<file path="config.mk">
export PLATFORM = sky130hd
export DESIGN_NAME = pipe_stage_buf
export DESIGN_NICKNAME = d
export VERILOG_FILES = /design/src/rtl/pipe_stage_buf.sv
export SDC_FILE = /design/constraint.sdc
export NUM_CORES = 1
export LEC_CHECK = 0
export BUFFER_PORTS_ARGS = -buffer_cell sky130_fd_sc_hd__buf_4
export CORE_ASPECT_RATIO = 0.75
export CORE_MARGIN = 2
export CORE_UTILIZATION = 40
export CTS_CLUSTER_DIAMETER = 100
export DETAILED_ROUTE_END_ITERATION = 6
export PLACE_DENSITY_LB_ADDON = 0.15
export SYNTH_ARGS = -nofsm -noshare
export SYNTH_HDL_FRONTEND = slang
export SYNTH_SLANG_ARGS = --single-unit
</file>
<file path="constraint.sdc">
create_clock -name clk -period 1.93 [get_ports clk]
set_input_delay 0.0965 -clock clk [delete_from_list [all_inputs] [get_ports clk]]
set_output_delay 0.0965 -clock clk [all_outputs]
set_load 0.1 [all_outputs]
</file>
<file path="src/rtl/pipe_stage_buf.sv">
// Ready/valid pipeline stage with a 2-entry skid buffer, bubble-inserting flush
// and optional stall/bubble counters (enabled by defining PIPE_STAGE_PERF_EN).
module pipe_stage_buf #(
    parameter int DATA_W = 96,
    parameter int CTRL_W = 24,
    parameter int CNT_W  = 16
) (
    input  logic              clk,
    input  logic              rst_n,
    input  logic              in_valid,
    output logic              in_ready,
    input  logic [CTRL_W-1:0] in_ctrl,
    input  logic [DATA_W-1:0] in_data,
    input  logic              flush,
    output logic              out_valid,
    input  logic              out_ready,
    output logic [CTRL_W-1:0] out_ctrl,
    output logic [DATA_W-1:0] out_data,
    input  logic              clr_cnt,
    output logic [CNT_W-1:0]  stall_cnt,
    output logic [CNT_W-1:0]  bubble_cnt
);

    typedef struct packed {
        logic [CTRL_W-1:0] ctrl;
        logic [DATA_W-1:0] data;
    } entry_t;

    typedef enum logic [1:0] {
        EMPTY = 2'd0,
        FULL  = 2'd1,
        SKID  = 2'd2
    } state_t;

    state_t state;
    entry_t main_q, skid_q, in_ent;
    logic   out_valid_q, in_ready_q;
    logic   in_fire, out_fire;

    assign in_ent   = '{ctrl: in_ctrl, data: in_data};
    assign in_fire  = in_valid & in_ready_q;
    assign out_fire = out_valid_q & out_ready;

    // Handshake flags are kept as their own flops so neither port sees
    // combinational logic from the state decode or from the other side.
    always_ff @(posedge clk or negedge rst_n) begin
        if (!rst_n) begin
            state       <= EMPTY;
            main_q      <= '0;
            skid_q      <= '0;
            out_valid_q <= 1'b0;
            in_ready_q  <= 1'b1;
        end else if (flush) begin
            state       <= EMPTY;
            out_valid_q <= 1'b0;
            in_ready_q  <= 1'b1;
        end else begin
            case (state)
                EMPTY: begin
                    if (in_fire) begin
                        main_q      <= in_ent;
                        state       <= FULL;
                        out_valid_q <= 1'b1;
                    end
                end
                FULL: begin
                    if (in_fire && out_fire) begin
                        main_q <= in_ent;
                    end else if (in_fire) begin
                        skid_q     <= in_ent;
                        state      <= SKID;
                        in_ready_q <= 1'b0;
                    end else if (out_fire) begin
                        state       <= EMPTY;
                        out_valid_q <= 1'b0;
                    end
                end
                SKID: begin
                    if (out_fire) begin
                        main_q     <= skid_q;
                        state      <= FULL;
                        in_ready_q <= 1'b1;
                    end
                end
                default: begin
                    state       <= EMPTY;
                    out_valid_q <= 1'b0;
                    in_ready_q  <= 1'b1;
                end
            endcase
        end
    end

    assign in_ready  = in_ready_q;
    assign out_valid = out_valid_q;
    assign out_ctrl  = main_q.ctrl & {CTRL_W{out_valid_q}};
    assign out_data  = main_q.data;

`ifdef PIPE_STAGE_PERF_EN
    logic [CNT_W-1:0] stall_q, bubble_q;

    // Saturating counters; clear wins over increment, flush does not touch them.
    always_ff @(posedge clk or negedge rst_n) begin
        if (!rst_n) begin
            stall_q  <= '0;
            bubble_q <= '0;
        end else if (clr_cnt) begin
            stall_q  <= '0;
            bubble_q <= '0;
        end else begin
            if (out_valid_q && !out_ready && (stall_q != {CNT_W{1'b1}}))
                stall_q <= stall_q + 1'b1;
            if (!out_valid_q && (bubble_q != {CNT_W{1'b1}}))
                bubble_q <= bubble_q + 1'b1;
        end
    end

    assign stall_cnt  = stall_q;
    assign bubble_cnt = bubble_q;
`else
    logic clr_unused;
    assign clr_unused = clr_cnt;
    assign stall_cnt  = '0;
    assign bubble_cnt = '0;
`endif

endmodule

</file>
# Word level (Yosys, flattened, before mapping)
# Cells that the tools add are included.
[totals] reg_bits=244 inputBits=126 output_inout_bits=154 word_cells=56
[op_classes] n_eq_ne=14 n_mux=22 n_bitwise=5 reduce_logical=8
[op_table] operator="120-bit two-way mux" count=3
[op_table] operator="120-bit one-hot mux with 3 select lines" count=1
[op_table] operator="24-bit AND" count=1
[op_table] operator="3-bit inequality test, second input constant" count=6
[op_table] operator="2-bit two-way mux" count=6
[op_table] operator="4-bit AND reduction" count=3
[op_table] operator="2-bit inequality test, second input constant" count=5
[op_table] operator="5-bit AND reduction" count=2
[op_table] operator="1-bit two-way mux" count=9
[op_table] operator="1-bit one-hot mux with 3 select lines" count=2
[op_table] operator="2-bit one-hot mux with 3 select lines" count=1
[op_table] operator="4-bit inequality test, second input constant" count=1
[op_table] operator="3-bit nonzero test" count=1
[op_table] operator="1-bit AND" count=2
[op_table] operator="2-bit by 1-bit equality test with 1-bit output, second input constant" count=1
[op_table] operator="2-bit equality test, second input constant" count=1
[op_table] operator="2-bit logical NOT" count=1
[op_table] operator="1-bit NOT" count=2
[op_table] operator="1-bit logical AND" count=1

# Logic depth before layout (Yosys ltp)
[logic_depth] word_depth=6 mapped_depth=6 depth_no_buf=3

# Worst setup path after synthesis
# No wires, ideal clock.
[synth_path] path_type="register -> register" start="register out_valid_q (netlist: out_valid)" end="register main_q (netlist bit out_data[34])" setup_time_ps=125 t_arrival_ps=2282 t_required_ps=1805 setup_slack_ps=-477 path_stages_with_launch=7 path_buffers=3 synth_period_minus_slack_ps=2407 cell_sequence="dfrtp_1 buf_4 nand2_1 o32ai_2 buf_4 buf_6 mux2_2"
[synth_between] elab_chain_len=4 word_cells_on_any_way=5 classes_between="eq/ne: 2; bitwise: 1; reduce/logical: 2"
[synth_lines] item="start: declaration" line="37" rtl="logic out_valid_q, in_ready_q;"
[synth_lines] item="start signal: assignment" line="51" rtl="out_valid_q <= 1'b0;"
[synth_lines] item="start signal: assignment" line="55" rtl="out_valid_q <= 1'b0;"
[synth_lines] item="start signal: assignment" line="63" rtl="out_valid_q <= 1'b1;"
[synth_lines] item="1-bit AND (*)" line="42" rtl="assign out_fire = out_valid_q & out_ready;"
[synth_lines] item="1-bit logical AND" line="67" rtl="if (in_fire && out_fire) begin"
[synth_lines] item="2-bit inequality test (no line)"
[synth_lines] item="5-bit AND reduction (no line) (*)"
[synth_lines] item="end signal: assignment" line="61" rtl="main_q <= in_ent;"
[synth_lines] item="end signal: assignment" line="68" rtl="main_q <= in_ent;"
[synth_lines] item="end signal: assignment" line="80" rtl="main_q <= skid_q;"
[synth_lines] item="end: declaration" line="36" rtl="entry_t main_q, skid_q, in_ent;"
# Mark *: on every way between the ends. The rest lies on a longest branch, timed or not.
# A chain may end at the register's enable or synchronous reset.

# Worst setup path after layout
[layout_path] start="register in_ready_q (netlist: in_ready)" end="register main_q (netlist bit out_data[13])"
[layout_between] elab_chain_len=4 word_cells_on_any_way=5 classes_between="eq/ne: 2; bitwise: 1; reduce/logical: 2"
[layout_lines] item="start: declaration" line="37"
[layout_lines] item="start signal: assignment" line="52" rtl="in_ready_q <= 1'b1;"
[layout_lines] item="start signal: assignment" line="56" rtl="in_ready_q <= 1'b1;"
[layout_lines] item="start signal: assignment" line="72" rtl="in_ready_q <= 1'b0;"
[layout_lines] item="1-bit AND (*)" line="41" rtl="assign in_fire = in_valid & in_ready_q;"
[layout_lines] item="1-bit logical AND" line="67"
[layout_lines] item="2-bit inequality test (no line)"
[layout_lines] item="5-bit AND reduction (no line) (*)"
# Marks and branches as above.

==> flow_summary.ini <==
[place]
port-buffer-count = 246
hpwl_um = 16300
place_congestion = 0.726

[hold_path]
hold_path_class = in -> async

[floorplanning]
fp.dieH_um = 152
die_area_um2 = 30700
ios = 280
core_um2 = 28900
dieWidth_um = 202
placementRows = 54
start_util_pct = 40.5

[route]
drcViolationCount = 0
wl_per_cell_um = 16.9
vias = 7127
dr.pass1.iters = 4
drtAntennaViolNets = 0
drtIter0Drc = 159
vias_per_cell = 4.63
drt-total-wl_um = 26000

[grt]
grt_max_degree = 53
grt_pass1_wl_um = 41000
antenna_found_initial = 0
grt_pass1_vias = 7772
grt.total_usage_pct = 16.3
overflow = 0

[synth]
ys_warn_count = 0
ys_seq_elements = 244
yosysSeqAreaShare_pct = 52.1
synth_area_per_cell_um2 = 14.2
synthCells = 823
netlist_area_um2 = 11700
synth.distinct_cells = 30

[critical_path]
cpMostUsedCell = buf_12
start_kind = flip-flop
cp.required_ns = 2.34
path_cells = nand4bb_4, o32ai_4, buf_12, clkbuf_16, buf_12, mux2_2
worst-path-max-fanout = 8
cp.arrival_ns = 2.33
cp-end-kind = flip-flop
critPathMaxStageDelay_ns = 0.66
critPathKind = reg -> reg
cp_slowest_cell = dfstp_4

[clocking]
clkSinkCount = 244
cts_buffers = 26
clkLatencyLatePin_ns = 0.53
clock_path_buffers = 3
cts_htree_levels = 1
cts_tree = done
cts_root_buf = clkbuf_16
path_clk_slew_ns = 0.06

[final_layout]
layout-drive-gt1-share_pct = 61.2
nNetsFinal = 1255
final_common_cell = mux2_2
fillers = 2413
layout_common_cells = mux2_2, buf_4, dfrtp_1, dlygate4sd3_1, mux2_4
fin_util_pct = 55.4
multiInputGateArea_um2 = 4690
diodes = 0
regArea_um2 = 6120
layout-area-overhead-vs-synth_pct = 36.7

[sta]
skew_ns = 0.00646
fin_crit_sh_pct = 99.2
tns_ns = 0
rsz0062_at_grt = yes
setup_viol = 0
fin_crit_ns = 1.91
hold_viol_final = 0
fmax_mhz = 522
drv_slew = 0

[flow_run]
maxCapViolCount = 0

[run_status]
status = finished clean
## synthesized netlist by cell type
| library cell | n | area, um2 |
|---|---|---|
| mux2_2 | 357 | 4020 |
| dfrtp_1 | 243 | 6080 |
| buf_4 | 130 | 976 |
| buf_2 | 26 | 130 |
| and2_1 | 24 | 150 |
| buf_6 | 10 | 113 |
| a21oi_1 | 3 | 15.0 |
| mux2_1 | 3 | 33.8 |
| buf_1 | 2 | 7.51 |
| clkbuf_1 | 2 | 7.51 |
| nand2_1 | 2 | 7.51 |
| nand3b_1 | 2 | 15.0 |
| nor2_1 | 2 | 7.51 |
| a211o_1 | 1 | 8.76 |
| a211oi_1 | 1 | 7.51 |
| a21boi_2 | 1 | 11.3 |
| a21o_1 | 1 | 7.51 |
| and3b_1 | 1 | 8.76 |
| conb_1 | 1 | 3.75 |
| dfstp_2 | 1 | 26.3 |
| inv_1 | 1 | 3.75 |
| nand2b_1 | 1 | 6.26 |
| nand3_1 | 1 | 5.00 |
| nand4bb_1 | 1 | 11.3 |
| nor2b_1 | 1 | 6.26 |
| nor3b_1 | 1 | 7.51 |
| nor4bb_1 | 1 | 10.0 |
| o21ai_0 | 1 | 5.00 |
| o21bai_1 | 1 | 7.51 |
| o32ai_2 | 1 | 16.3 |
## worst max-delay path, delay by kind of cell (launching register included)
family	cells	cell delay, ns
mux	1	0.32
simple gates	1	0.12
flops	1	0.66
compound gates	1	0.20
buf+inv	3	0.49
## cell type report
type	count	area share (%)
repair buffers	417	24.0
inverters	1	0.0234
multi-input cells	439	29.3
clock inverters	8	0.562
flip-flops and latches	244	38.2
well taps	392	3.06
clock buffers	38	4.85
## sequential cells by signal, summed over array words and instances, names as in the netlist
signal     cells
skid_q       120
out_data      96
main_q        24
state          2
in_ready       1
out_valid      1
## cell families (layout without fill, tap and decap cells)
logic type / after synthesis / in the layout / share of synthesized area, %
muxes: 360 / 360 / 34.6
DFF: 244 / 244 / 52.1
buffers and inverters: 171 / 464 / 10.6
and+or+nand+nor: 37 / 37 / 2.01
AOI/OAI and AO/OA: 10 / 10 / 0.673
other: 1 / 32 / 0.0320
## path summary, 6_finish.rpt
| check | startpoint | slack (ns) | depth (start not counted) | to |
|---|---|---|---|---|
| min in group clk | in_data[79] | 0.34 | 3 | skid_q[79]$_DFFE_PN0P_ |
| max in group asynchronous | rst_n | 1.10 | 3 | skid_q[19]$_DFFE_PN0P_ |
| hold / removal | rst_n | 0.1 | 2 | main_q[105]$_DFFE_PN0P_ |
| setup reg to reg | in_ready$_DFFE_PN1P_ | 0.02 | 6 | out_data[13]$_DFFE_PN0P_ |
| hold reg to reg | out_data[80]$_DFFE_PN0P_ | 0.49 | 1 | out_data[80]$_DFFE_PN0P_ |
| setup / recovery | in_ready$_DFFE_PN1P_ | 0.02 | 6 | out_data[13]$_DFFE_PN0P_ |
## per-stage QoR
stage / hold WS (ns) / cells / setup WS (ns) / instance area (um2)
floorplan: -0.199 / 854 / 0.00224 / 11900
global placement: 0.0617 / 1359 / 0.0460 / 13500
detailed placement: 0.0562 / 1359 / 0.0361 / 13500
CTS: 0.0747 / 1530 / 0.0210 / 15600
global route: 0.115 / 1539 / -0.0354 / 16000
finish: 0.0957 / 1539 / 0.0154 / 16000
## repair_timing
action,CTS,global route
buffers inserted,0,3
hold buffers,125,0
resized for setup,0,49
endpoints found under the setup margin,0,54
endpoints found under the hold margin,487,0
## routing by layer
layer  part of all wire, %  GRT usage [%]  vias to the layer above
met5                     0              0                        -
met4                   2.5           4.55                        0
met3                   5.7           4.41                       42
met2                    46           26.1                      180
met1                    46           21.9                     3554
li1                      -              -                     3351
Power is not shown: default switching activity piles up to over one toggle a cycle in this logic, so the estimate is an artifact.
